===== config.mk =====
export PLATFORM = sky130hd
export DESIGN_NAME = uart_rx_arbiter_flat
export DESIGN_NICKNAME = d
export VERILOG_FILES = /design/src/rtl/uart_rx_arbiter_if.sv /design/src/rtl/uart_rx_arbiter.sv /design/src/flat_wrapper.sv
export SDC_FILE = /design/constraint.sdc
export NUM_CORES = 1
export LEC_CHECK = 0
export CAP_MARGIN = 20
export CORE_MARGIN = 1
export CORE_UTILIZATION = 37
export CTS_BUF_LIST = sky130_fd_sc_hd__clkbuf_16
export DETAILED_ROUTE_END_ITERATION = 8
export PLACE_DENSITY_LB_ADDON = 0.05
export RECOVER_POWER = 50
export REMOVE_ABC_BUFFERS = 1
export SYNTH_ARGS = -nofsm -noshare
export SYNTH_HDL_FRONTEND = slang
export SYNTH_SLANG_ARGS = --single-unit

===== constraint.sdc =====
create_clock -name clk -period 1.35 [get_ports clk]
set_input_delay 0.27 -clock clk [delete_from_list [all_inputs] [get_ports clk]]
set_output_delay 0.27 -clock clk [all_outputs]
set_load 0.005 [all_outputs]

===== src/rtl/uart_rx_arbiter_if.sv =====
// UART RX arbiter bus: FIFO read port, two requester grant channels
// and flush/status signals.
interface uart_rx_arbiter_if;
    logic [7:0] fifo_data;
    logic [7:0] fifo_count;
    logic       fifo_next;
    logic       req0;
    logic       req1;
    logic       ack0;
    logic       ack1;
    logic [7:0] dout0;
    logic [7:0] dout1;
    logic       flush;
    logic       flush_done;
    logic       irq;
    logic       busy;

    modport master (
        input  fifo_data, fifo_count, req0, req1, flush,
        output fifo_next, ack0, ack1, dout0, dout1,
        output flush_done, irq, busy
    );

    modport slave (
        output fifo_data, fifo_count, req0, req1, flush,
        input  fifo_next, ack0, ack1, dout0, dout1,
        input  flush_done, irq, busy
    );
endinterface


===== src/rtl/uart_rx_arbiter.sv =====
// Round-robin read-side arbiter for the UART RX FIFO with flush
// sequencer and fill-level interrupt.
module uart_rx_arbiter #(
    parameter int THRESH = 8
) (
    input  logic              clk,
    input  logic              rst_n,
    uart_rx_arbiter_if.master bus
);
    typedef enum logic [1:0] {
        IDLE,
        POP,
        FLUSH,
        FLUSH_POP
    } state_t;

    state_t     state, state_d;
    logic       ptr, ptr_d;
    logic       next_q, next_d;
    logic       ack0_q, ack0_d;
    logic       ack1_q, ack1_d;
    logic [7:0] dout0_q, dout0_d;
    logic [7:0] dout1_q, dout1_d;
    logic       done_q, done_d;
    logic       irq_q;
    logic       have;
    logic       pick1;

    assign have  = bus.fifo_count != 8'd0;
    // ptr high means requester 1 wins a tie
    assign pick1 = bus.req1 && (!bus.req0 || ptr);

    always_comb begin
        state_d = state;
        ptr_d   = ptr;
        next_d  = 1'b0;
        ack0_d  = 1'b0;
        ack1_d  = 1'b0;
        dout0_d = dout0_q;
        dout1_d = dout1_q;
        done_d  = 1'b0;
        unique case (state)
            IDLE: begin
                if (bus.flush) begin
                    state_d = FLUSH;
                end else if (have && (bus.req0 || bus.req1)) begin
                    next_d  = 1'b1;
                    ptr_d   = !pick1;
                    state_d = POP;
                    if (pick1) begin
                        ack1_d  = 1'b1;
                        dout1_d = bus.fifo_data;
                    end else begin
                        ack0_d  = 1'b1;
                        dout0_d = bus.fifo_data;
                    end
                end
            end
            POP: state_d = IDLE;
            FLUSH: begin
                if (!have) begin
                    done_d  = 1'b1;
                    state_d = IDLE;
                end else begin
                    next_d  = 1'b1;
                    state_d = FLUSH_POP;
                end
            end
            FLUSH_POP: state_d = FLUSH;
        endcase
    end

    always_ff @(posedge clk or negedge rst_n) begin
        if (!rst_n) begin
            state   <= IDLE;
            ptr     <= 1'b0;
            next_q  <= 1'b0;
            ack0_q  <= 1'b0;
            ack1_q  <= 1'b0;
            dout0_q <= 8'h00;
            dout1_q <= 8'h00;
            done_q  <= 1'b0;
            irq_q   <= 1'b0;
        end else begin
            state   <= state_d;
            ptr     <= ptr_d;
            next_q  <= next_d;
            ack0_q  <= ack0_d;
            ack1_q  <= ack1_d;
            dout0_q <= dout0_d;
            dout1_q <= dout1_d;
            done_q  <= done_d;
            irq_q   <= bus.fifo_count >= 8'(THRESH);
        end
    end

    assign bus.fifo_next  = next_q;
    assign bus.ack0       = ack0_q;
    assign bus.ack1       = ack1_q;
    assign bus.dout0      = dout0_q;
    assign bus.dout1      = dout1_q;
    assign bus.flush_done = done_q;
    assign bus.irq        = irq_q;
    assign bus.busy       = state != IDLE;
endmodule


===== src/flat_wrapper.sv =====
// flat-port wrapper written by rule: the top's interface ports become plain ports
module uart_rx_arbiter_flat 
#(
    parameter int THRESH = 8
)
  (clk, rst_n, bus_fifo_data, bus_fifo_count, bus_req0, bus_req1, bus_flush, bus_fifo_next, bus_ack0, bus_ack1, bus_dout0, bus_dout1, bus_flush_done, bus_irq, bus_busy);
  uart_rx_arbiter_if bus_i ();
  input  logic clk;
  input  logic rst_n;
  input wire logic [$bits(bus_i.fifo_data)-1:0] bus_fifo_data;
  input wire logic [$bits(bus_i.fifo_count)-1:0] bus_fifo_count;
  input wire logic [$bits(bus_i.req0)-1:0] bus_req0;
  input wire logic [$bits(bus_i.req1)-1:0] bus_req1;
  input wire logic [$bits(bus_i.flush)-1:0] bus_flush;
  output wire logic [$bits(bus_i.fifo_next)-1:0] bus_fifo_next;
  output wire logic [$bits(bus_i.ack0)-1:0] bus_ack0;
  output wire logic [$bits(bus_i.ack1)-1:0] bus_ack1;
  output wire logic [$bits(bus_i.dout0)-1:0] bus_dout0;
  output wire logic [$bits(bus_i.dout1)-1:0] bus_dout1;
  output wire logic [$bits(bus_i.flush_done)-1:0] bus_flush_done;
  output wire logic [$bits(bus_i.irq)-1:0] bus_irq;
  output wire logic [$bits(bus_i.busy)-1:0] bus_busy;
  assign bus_i.fifo_data = bus_fifo_data;
  assign bus_i.fifo_count = bus_fifo_count;
  assign bus_i.req0 = bus_req0;
  assign bus_i.req1 = bus_req1;
  assign bus_i.flush = bus_flush;
  assign bus_fifo_next = bus_i.fifo_next;
  assign bus_ack0 = bus_i.ack0;
  assign bus_ack1 = bus_i.ack1;
  assign bus_dout0 = bus_i.dout0;
  assign bus_dout1 = bus_i.dout1;
  assign bus_flush_done = bus_i.flush_done;
  assign bus_irq = bus_i.irq;
  assign bus_busy = bus_i.busy;
  uart_rx_arbiter #(.THRESH(THRESH)) u_core (.clk(clk), .rst_n(rst_n), .bus(bus_i));
endmodule

### Word level (Yosys, flattened, before mapping)

Index checks and enable logic that the tools add are counted.

| word-level totals | value |
|---|---|
| output and inout port bits | 22 |
| register bits after elaboration | 24 |
| input bits | 21 |

| operators by class | value |
|---|---|
| reductions and logical operators | 12 |
| eq/ne operators | 4 |
| order comparisons | 1 |
| mux-type cells | 18 |
| bitwise operators | 2 |

Operator list:

| kind | count |
|---|---|
| $mux W1 | 13 |
| $ge A8 B4 Y1 const B | 1 |
| $pmux W2 S4 | 1 |
| $reduce_and A4 Y1 | 2 |
| $reduce_bool A8 Y1 | 1 |
| $mux W2 | 3 |
| $eq A2 B2 Y1 const B | 2 |
| $ne A3 B2 Y1 const B | 1 |
| $reduce_and A3 Y1 | 1 |
| $eq A2 B1 Y1 const B | 1 |
| $logic_and A1 B1 Y1 | 2 |
| $logic_not A1 Y1 | 2 |
| $logic_not A2 Y1 | 1 |
| $logic_or A1 B1 Y1 | 2 |
| $not A1 Y1 | 2 |
| $pmux W1 S2 | 1 |
| $reduce_bool A2 Y1 | 1 |

### Depth between registers and ports, before layout

| depth | value |
|---|---|
| word-level depth | 7 |
| gate-level depth with buffers | 5 |
| mapped depth without buffers | 5 |

### Worst setup path after synthesis

No wires, ideal clock.

| timing path | value |
|---|---|
| path type | register to register |
| from | reg u_core.state[1] |
| to | reg u_core.dout0_q[0] (netlist: u_core.bus.dout0[0]) |
| library setup time | 0.128 ns |
| data arrival time | 1.246 ns |
| stages on the path, launching flop included | 6 |
| slack | -0.023 ns |
| required time | 1.222 ns |
| cell sequence | dfrtp_1 > nor2_2 > inv_1 > nor2_2 > nand4_4 > mux2_1 |

| between the ends | value |
|---|---|
| cells in the longest elaborated chain, start to end | 2 |

RTL lines:

| what | line | source |
|---|---|---|
| start, declared | uart_rx_arbiter.sv:17 | `state_t state, state_d;` |
| start signal, assigned | uart_rx_arbiter.sv:85 | `state <= state_d;` |
| $logic_not A2 Y1 | uart_rx_arbiter.sv:42 | `unique case (state)` |
| $reduce_and A4 Y1 (no line) | n/a |  |
| end signal, assigned | uart_rx_arbiter.sv:90 | `dout0_q <= dout0_d;` |
| end, declared | uart_rx_arbiter.sv:22 | `logic [7:0] dout0_q, dout0_d;` |

No other way between the ends.
A chain may end at the register's enable or synchronous reset.

### Worst setup path after layout

| timing path | value |
|---|---|
| from | reg u_core.state[0] |
| to | reg u_core.dout0_q[4] (netlist: u_core.bus.dout0[4]) |

The elaborated chain is that of the path after synthesis.

==> impl_results.md <==
* Row cnt at 18
* Area added between synthesis and finish at 79.1%
* Worst Tran Pin Value at between 500 and 600 ps
* Final hold slack at roughly 360 ps
* Register area share after synthesis at roughly 60%
* Crit path DAT at around 1600 ps
* Fmax at 0.707 GHz
* Clk sinks at 24
* Max Clock Skew at between 5 and 6 ps
* Mapped Cells at 66
* Drt wl/cell at 14.8 microns
* Via count at about 790
* Post-DP HPWL at between 1500 and 2000 microns
* Min cycle time layout at 1410 ps
* Port bufs at 42
* GRT Overall Usage at a little under a fifth
* Clock insertion delay at the later pin of the skew report at 250 ps
* Outcome: finished with violations
* CTS Hold Bufs at 0
* Io pins at 43
* Total gr overflow at 0
* H-Tree Depth at 1
* # nets final at about 160
* Max-slew headroom at 60.8%
* CTS tree: built
* Clk root buf: clkbuf_16
* Number of routed nets with antenna violations at 0
* Fin. Hold Viols at 0
* Endpoint class of the critical path: flop
* Ys Warns at 0
* Initial DRC Count at 11
* Max Buffers Root-to-Sink at 2
* Die W at between 50 and 60 microns
* Reg clk slew, reported paths at about 60 ps
* RSZ-0062 raised after global routing: true
* Mapped Avg Cell Area at around 15 sq um
* Critical path type: flop to flop
* Worst Path Max Fanout at 5
* Synthesis-stage register bit count at 24
* Synth Cell Area at ~1000 sq um
* Routed WL at between 2000 and 2500 microns
* Crit start category: flop
* Largest net degree at the start of global routing at 25
* Via/cell ratio at about 4.8
* Setup ws final at -63.6 ps
* DRC viols at 0
* Dpl ws at -537 ps
* Final GP Congestion at 0.839
* Antenna cells at 0
* Layout cells sized above 1 at between 40% and 50%
* Vias in the first global route at a little over 800
* Slew Viols, Final at 0
* PD cells at 1880 nW/um^2
* Die area at 2910 sq um
* Core Region at approximately 2500 sq um
* Clock buffers created by TritonCTS at 3
* Endpoints failing setup at 14
* Worst Path Required at around 1500 ps
* Die Ht at about 54 microns
* Failing checks: setup timing
* Antenna violations before repair at 0
* Max-cap violations at 0
* Leak Pwr at ~0.91 nW
* Distinct cell type count of the synthesized netlist at 22
* Hold/Removal Path Class: input pin to flop
* Worst vdd ir at ~1.5 mV
* Initial core utilization at approximately 40%
* DR pass1 iterations at 2
* First-pass GRT wire length at between 3000 and 4000 microns
* Fin crit share at 105%
layout by cell type (no fill, tap or decap), types with 2 or more instances in the layout:
cell type        Yosys  layout
clkdlybuf4s50_1      0       8
nand4_4              1       2
clkbuf_16            0       3
and3_4               0       2
mux2_4               8      16
nor3_4               1       2
dlymetal6s2s_1       0       3
dfrtp_1             24      24
nor2_4               0       2
dlygate4sd2_1        0      29
nor2_1               4       4
buf_4                0      19
worst max-delay path, cell delays in order (launching register included):
cell and delay (ps):
dfrtp_1 410, nor2_4 140, inv_2 60, nor2_4 150, nand4_4 190, mux2_4 340
final timing paths:
check	cells after the start	endpoint	from	slack, ps
worst max-delay path	5	u_core.bus.dout0[4]	u_core.state[0]	-60
worst min-delay path	3	u_core.bus.irq	bus_fifo_count[7]	360
worst max register to register	5	u_core.bus.dout0[4]	u_core.state[0]	-60
worst min register to register	1	u_core.bus.dout0[3]	u_core.bus.dout0[3]	510
max in group asynchronous	2	u_core.state[0]	rst_n	420
min in group asynchronous	2	u_core.bus.dout0[0]	rst_n	540
synthesized netlist by cell type:
master,count,share of area (%)
dfrtp_1,24,60
mux2_4,8,12
mux2_1,7,7.9
nor2_1,4,1.5
nor2_2,3,1.9
inv_1,2,0.75
nand2_1,2,0.75
nor3b_1,2,1.5
a21oi_1,1,0.50
a22o_1,1,0.88
a31oi_1,1,0.63
and3_1,1,0.63
buf_6,1,1.1
mux2_2,1,1.1
nand3_4,1,1.8
nand4_4,1,2.1
nor2b_1,1,0.63
nor3_1,1,0.50
nor3_2,1,1.0
nor3_4,1,1.6
o21ai_0,1,0.50
or2_1,1,0.63
repair_timing:
item                       in CTS  in global routing
pin swaps                       8                  3
gates cloned                    2                  0
buffers inserted                9                  0
resized for setup              52                  4
setup endpoints to repair      40                 21
power by group:
| group | internal, W | switching, W |
|---|---|---|
| Sequential | 0.00103 | 0.000183 |
| Combinational | 0.000896 | 0.000423 |
| Clock | 0.000589 | 0.000242 |
layout make-up:
type	count	area (sq um)
clock buffer	3	75.1
clock inverter	1	30.0
fill	213	732
inverter	2	7.51
multi-input combinational	41	485
sequential	24	601
tap	30	37.5
timing repair buffer	63	554
stage by stage:
stage	setup TNS (ps)	total power [W]	std cells	cell area (sq um)	util [%]
after floorplan	-759	0.00161	65	988	-
after global placement	-9360	0.00237	150	1570	62.2
after detailed placement	-10440	0.00242	150	1570	62.2
after CTS	-744	0.00337	164	1780	70.6
after global routing	-1490	0.00355	164	1790	71.0
final	-614	0.00336	164	1790	71.0
sequential cells by signal, summed over array words and instances (netlist names):
name and flops:
u_core.bus.fifo_next 1, u_core.state 2, u_core.bus.ack1 1, u_core.bus.dout0 8, u_core.bus.flush_done 1, u_core.bus.ack0 1
u_core.bus.irq 1, u_core.bus.dout1 8, u_core.ptr 1
kinds of logic (layout without fill, tap and decap cells):
logic type	after synthesis	count (layout)	share of synthesized area, %
simple gates	19	21	14.5
buf+inv	3	69	1.88
compound gates	4	4	2.50
mux	16	16	21.0
flops	24	24	60.1
metal layers:
layer,global-route usage (%),part of all wire (%)
met5,0,0
met1,22.8,44
met4,3.85,0.45
met3,3.67,5.4
met2,32.7,50
Note: power is estimated with default switching activity, not from simulation.
